### config.mk
export PLATFORM = sky130hd
export DESIGN_NAME = apb_master_bridge
export DESIGN_NICKNAME = d
export VERILOG_FILES = /design/src/rtl/apb_pkg.sv /design/src/rtl/apb_timeout_counter.sv /design/src/rtl/apb_master_bridge.sv
export SDC_FILE = /design/constraint.sdc
export NUM_CORES = 1
export LEC_CHECK = 0
export ABC_AREA = 1
export BUFFER_PORTS_ARGS = -buffer_cell sky130_fd_sc_hd__buf_2
export CAP_MARGIN = 20
export CORE_AREA = 2 2 95 97
export CTS_CLUSTER_DIAMETER = 80
export DETAILED_ROUTE_END_ITERATION = 10
export DIE_AREA = 0 0 97 99
export GPL_TIMING_DRIVEN = 1
export PLACE_DENSITY = 0.78
export SYNTH_ARGS = -nofsm -noshare
export SYNTH_HDL_FRONTEND = slang
export SYNTH_SLANG_ARGS = --single-unit
### constraint.sdc
create_clock -name clk -period 1.7 [get_ports clk]
set_input_delay 0.34 -clock clk [delete_from_list [all_inputs] [get_ports clk]]
set_output_delay 0.34 -clock clk [all_outputs]
set_load 0.02 [all_outputs]
### src/rtl/apb_pkg.sv
`default_nettype none
//============================================================================
// Module : apb_pkg
// Brief  : Shared APB types and constants for the master bridge and responder
// Rev    : 1.0  initial release
//============================================================================
package apb_pkg;

  localparam int APB_ADDR_MSB = 23;
  localparam int APB_ADDR_LSB = 2;
  localparam int APB_DATA_W   = 32;

  typedef enum logic [1:0] {
    IDLE   = 2'd0,
    SETUP  = 2'd1,
    ACCESS = 2'd2
  } apb_mst_state_e;

  typedef struct packed {
    logic [APB_DATA_W-1:0] rdata;
    logic                  timeout;
  } apb_rsp_t;

  localparam apb_rsp_t c_RSP_NONE = '{rdata: '0, timeout: 1'b0};

  // A limit of 0 still needs a 1-bit register so the counter elaborates.
  function automatic int unsigned wait_cnt_width(input int unsigned limit);
    return (limit == 0) ? 1 : $clog2(limit + 1);
  endfunction

endpackage
`default_nettype wire

### src/rtl/apb_timeout_counter.sv
`default_nettype none
//============================================================================
// Module : apb_timeout_counter
// Brief  : Saturating wait-state counter with clear/enable and a limit hit flag
// Rev    : 1.0  initial release
//============================================================================
module apb_timeout_counter
  import apb_pkg::*;
#(
  parameter int unsigned LIMIT = 16
) (
  input  logic clk,
  input  logic reset_n,
  input  logic clr,
  input  logic en,
  output logic hit
);

  localparam int unsigned   c_W   = wait_cnt_width(LIMIT);
  localparam logic [c_W-1:0] c_MAX = c_W'(LIMIT);

  logic [c_W-1:0] r_count;

  always_ff @(posedge clk or negedge reset_n) begin
    if (!reset_n) begin
      r_count <= '0;
    end else if (clr) begin
      r_count <= '0;
    end else if (en && (r_count != c_MAX)) begin
      r_count <= r_count + c_W'(1);
    end
  end

  // hit means the increment taken this cycle lands on LIMIT; it does not
  // depend on en so the caller can gate it without a combinational loop.
  if (LIMIT == 0) begin : g_no_timeout
    assign hit = 1'b0;
  end else begin : g_timeout
    localparam logic [c_W-1:0] c_LAST = c_W'(LIMIT - 1);
    assign hit = (r_count == c_LAST);
  end

endmodule
`default_nettype wire

### src/rtl/apb_master_bridge.sv
`default_nettype none
//============================================================================
// Module : apb_master_bridge
// Brief  : valid/ready request port to single APB transfers with timeout guard
// Rev    : 1.0  initial release
//============================================================================
module apb_master_bridge
  import apb_pkg::*;
#(
  parameter int unsigned TIMEOUT_CYCLES = 16
) (
  input  logic                             clk,
  input  logic                             reset_n,
  input  logic                             req_valid,
  output logic                             req_ready,
  input  logic                             req_write,
  input  logic [APB_ADDR_MSB:APB_ADDR_LSB] req_addr,
  input  logic [APB_DATA_W-1:0]            req_wdata,
  output logic                             rsp_valid,
  output logic [APB_DATA_W-1:0]            rsp_rdata,
  output logic                             rsp_timeout,
  output logic [APB_ADDR_MSB:APB_ADDR_LSB] paddr,
  output logic                             penable,
  output logic                             pwrite,
  output logic [APB_DATA_W-1:0]            pwdata,
  output logic                             psel,
  input  logic                             pready,
  input  logic [APB_DATA_W-1:0]            prdata
);

  apb_mst_state_e r_state;
  apb_mst_state_e w_state_nxt;

  logic     r_rst_done;
  logic     w_accept;
  logic     w_done;
  logic     w_timeout;
  logic     w_cnt_clr;
  logic     w_cnt_en;
  logic     w_hit;
  logic     r_rsp_valid;
  apb_rsp_t r_rsp;

  apb_timeout_counter #(
    .LIMIT (TIMEOUT_CYCLES)
  ) u_wait_cnt (
    .clk     (clk),
    .reset_n (reset_n),
    .clr     (w_cnt_clr),
    .en      (w_cnt_en),
    .hit     (w_hit)
  );

  // Keeps req_ready low until the first edge after reset release.
  always_ff @(posedge clk or negedge reset_n) begin
    if (!reset_n) begin
      r_rst_done <= 1'b0;
    end else begin
      r_rst_done <= 1'b1;
    end
  end

  always_ff @(posedge clk or negedge reset_n) begin
    if (!reset_n) begin
      r_state <= IDLE;
    end else begin
      r_state <= w_state_nxt;
    end
  end

  always_comb begin
    w_state_nxt = r_state;
    req_ready   = 1'b0;
    psel        = 1'b0;
    penable     = 1'b0;
    w_accept    = 1'b0;
    w_done      = 1'b0;
    w_timeout   = 1'b0;
    w_cnt_clr   = 1'b0;
    w_cnt_en    = 1'b0;
    case (r_state)
      IDLE: begin
        req_ready = r_rst_done;
        if (req_valid && r_rst_done) begin
          w_accept    = 1'b1;
          w_state_nxt = SETUP;
        end
      end
      SETUP: begin
        psel        = 1'b1;
        w_cnt_clr   = 1'b1;
        w_state_nxt = ACCESS;
      end
      ACCESS: begin
        psel    = 1'b1;
        penable = 1'b1;
        // pready takes priority over a limit reached in the same cycle.
        if (pready) begin
          w_done      = 1'b1;
          w_state_nxt = IDLE;
        end else begin
          w_cnt_en = 1'b1;
          if (w_hit) begin
            w_timeout   = 1'b1;
            w_state_nxt = IDLE;
          end
        end
      end
      default: begin
        w_state_nxt = IDLE;
      end
    endcase
  end

  always_ff @(posedge clk or negedge reset_n) begin
    if (!reset_n) begin
      paddr  <= '0;
      pwrite <= 1'b0;
      pwdata <= '0;
    end else if (w_accept) begin
      paddr  <= req_addr;
      pwrite <= req_write;
      pwdata <= req_wdata;
    end
  end

  // Response fields are forced to zero whenever no completion is reported.
  always_ff @(posedge clk or negedge reset_n) begin
    if (!reset_n) begin
      r_rsp_valid <= 1'b0;
      r_rsp       <= c_RSP_NONE;
    end else begin
      r_rsp_valid   <= w_done || w_timeout;
      r_rsp.rdata   <= (w_done && !pwrite) ? prdata : '0;
      r_rsp.timeout <= w_timeout;
    end
  end

  assign rsp_valid   = r_rsp_valid;
  assign rsp_rdata   = r_rsp.rdata;
  assign rsp_timeout = r_rsp.timeout;

endmodule
`default_nettype wire

==> reports/results.ini <==
[outcome]
status=complete, no violations

[clock_tree]
path_clk_slew_ps=100
clk_latency_ps=350
clk_path_buf_depth=2
numCtsBuffers=9
cts_tree=yes
cts-root-buf=clkbuf_8
h-tree-depth=3
cts.sinks=97

[synthesis]
yosysUniqueCellTypes=21
synth_fp_nets=507
synth_area_sq_um=3860
synth_seq_area_share_pct=62.9
yosysWarnings=0
syn_avg_cell_area_sq_um=9.43
ys_ff_latch=97
syn_inst=409

[critical_path]
crit_path_end_kind=output port
arrival_ps=1290
startpoint_type=register
r2r_start=u_wait_cnt.r_count[0]
required_ps=1360
critPathKind=register to output port
worst-r2r-setup-slack_ps=140
crit_start=r_state[1]
worstSetupEndpoint=req_ready
worstRegToRegCells=7
path_max_fanout=4
r2r_end=r_state[1]

[power_and_ir_drop]
ir_drop_v=0.000830
power.share.clock_pct=16.7
leakage_uw=0.00311
p_switching_uw=3570
power_switching_share_pct=42.5
power_density_nw_per_um2=1660
intPower_uw=4820
p_seq_share_pct=41.2
p_comb_share_pct=42.0

[sta]
slew_headroom_pct=62.3
hold_viol=0
setup_tns_ps=0
max_freq_mhz=612
post-route-period-util_pct=96.1
fin_worst_skew_ps=10.8
finalCriticalPeriod_ps=1630
finalSetupViolCount=0
slew_viol_final=0
worst_pin_slew_ps=566
rsz0062_at_grt=no

[finish]
utilization_pct=58.9
final_common_cell=buf_2
fillers=765
drive_gt1_share_pct=35.7
syn2layout_area_growth_pct=30.7
multi_input_area_sq_um=1110
final_cell_mix=buf_2, nand2_1, dfrtp_1
nets=689
seqCellArea_sq_um=2430
antenna_cells=0

[route]
dr.pass1.iters=4
via_count=3308
post_drt_wl_per_cell_microns=12.7
drc=0
ant_nets=0
drtIter0Drc=91
detail_route.vias_per_cell=4.70
postRouteWirelength_microns=8930

[placement]
portBuffers=182
dp_hpwl_microns=6210
globalplace.congestion=0.776

[grt]
antenna_found_initial=0
grt_use_met1_pct=21.9
grt_overflow_total=0
grt_max_degree=61
grtUsageMet2_pct=32.7
grt_pass1_vias=3300
grt.busiest_layer=met2
grt_pass1_wl_microns=14600
use_met3_pct=5.74
track_usage_pct=18.8

[floorplan]
dieArea_sq_um=9600
core_sq_um=8550
rows=34
ios=183
die_w_microns=97
dieHeight_microns=99
floorplan.initialDensity_pct=45.1

[hold_path]
hold_path_depth=3
min_path_type=input pin to register

[flow_run]
cap_viol_max_count=0

==> timing repair <==
action                     CTS  global route
hold buffers                 1             0
setup endpoints to repair    1             1
gates resized for setup      3             1
setup buffers                1             1
hold endpoints to repair     4             0
==> worst min path at each step <==
stage                from            end  slack (ps)
6_report        prdata[8]   rsp_rdata[8]         170
3_5_place_dp      reset_n      paddr[13]         160
4_1_cts         prdata[5]   rsp_rdata[5]         150
3_3_place_gp      reset_n      paddr[13]         160
2_1_floorplan     reset_n      paddr[10]          40
5_1_grt        prdata[23]  rsp_rdata[23]         160
==> synth_stat cells <==
| cell | number | area (sq um) |
|---|---|---|
| inv_4 | 1 | 6.26 |
| nand2_2 | 2 | 12.5 |
| nand2_4 | 1 | 11.3 |
| buf_4 | 2 | 15.0 |
| o21a_1 | 1 | 7.51 |
| ha_1 | 7 | 87.6 |
| nand3_1 | 62 | 310 |
| clkbuf_1 | 1 | 3.75 |
| a21oi_1 | 2 | 10.0 |
| buf_6 | 9 | 101 |
| o21ai_1 | 1 | 5.00 |
| nand4_1 | 3 | 18.8 |
| nor2_1 | 39 | 146 |
| buf_2 | 7 | 35.0 |
| dfrtp_1 | 97 | 2430 |
| o21ai_0 | 1 | 5.00 |
| inv_1 | 44 | 165 |
| nand2_1 | 126 | 473 |
| conb_1 | 1 | 3.75 |
| nand3b_1 | 1 | 7.51 |
| inv_2 | 1 | 3.75 |
==> flip-flops by register name, summed over array words and instances (netlist names) <==
signal              cells
rsp_rdata              32
pwrite                  1
paddr                  22
rsp_valid               1
pwdata                 32
rsp_timeout             1
r_state                 2
u_wait_cnt.r_count      5
r_rst_done              1
==> metrics by stage <==
stage | total power (uW) | hold slack [ps] | setup slack (ps) | instance area (sq um) | cells
3_5_place_dp | 6990 | 155 | 96.2 | 4810 | 685
4_1_cts | 8470 | 148 | 11.6 | 5030 | 703
6_report | 8390 | 175 | 66.0 | 5040 | 704
5_1_grt | 8990 | 163 | 0.855 | 5040 | 704
3_3_place_gp | 6880 | 156 | 209 | 4810 | 685
2_1_floorplan | 5720 | 44.4 | 347 | 3860 | 409
==> layout make-up <==
class | instances | share of cell area, %
well taps | 108 | 2.68
inverters | 46 | 3.48
multi-input cells | 247 | 22.1
repair buffers | 190 | 19.9
clock inverters | 6 | 0.968
flip-flops and latches | 97 | 48.2
clock buffers | 10 | 2.73
==> power groups by stage <==
stage          Clock [uW]  Sequential [uW]  Combinational, uW
6_report             1400             3460               3530
5_1_grt              1550             3550               3890
4_1_cts              1470             3460               3540
2_1_floorplan           0             4380               1340
3_3_place_gp            0             3480               3400
3_5_place_dp            0             3500               3480
==> worst max-delay path: stages, from the launching register on <==
cell	delay [ps]
dfrtp_1	400
inv_2	110
ha_4	160
nand2_1	60
inv_2	70
buf_4	140
==> logic make-up (layout without fill, tap and decap cells) <==
kind of cell / count (synthesis) / count (layout) / share of synthesized area (%)
compound gates: 5 / 5 / 0.714
fa+ha+maj: 7 / 7 / 2.27
buf+inv: 65 / 252 / 8.57
flops: 97 / 97 / 62.9
other cells: 1 / 1 / 0.0972
simple gates: 234 / 234 / 25.4
==> layer usage <==
metal  share of wire [%]  wire length, microns  vias to the layer above
met5                   0                     0                        -
met3                 9.2                   817                       14
met2                  49                  4350                      140
met1                  40                  3610                     1535
met4                 1.6                   145                        0
li1                    -                     -                     1619
Power figures use the tool's default switching activity.
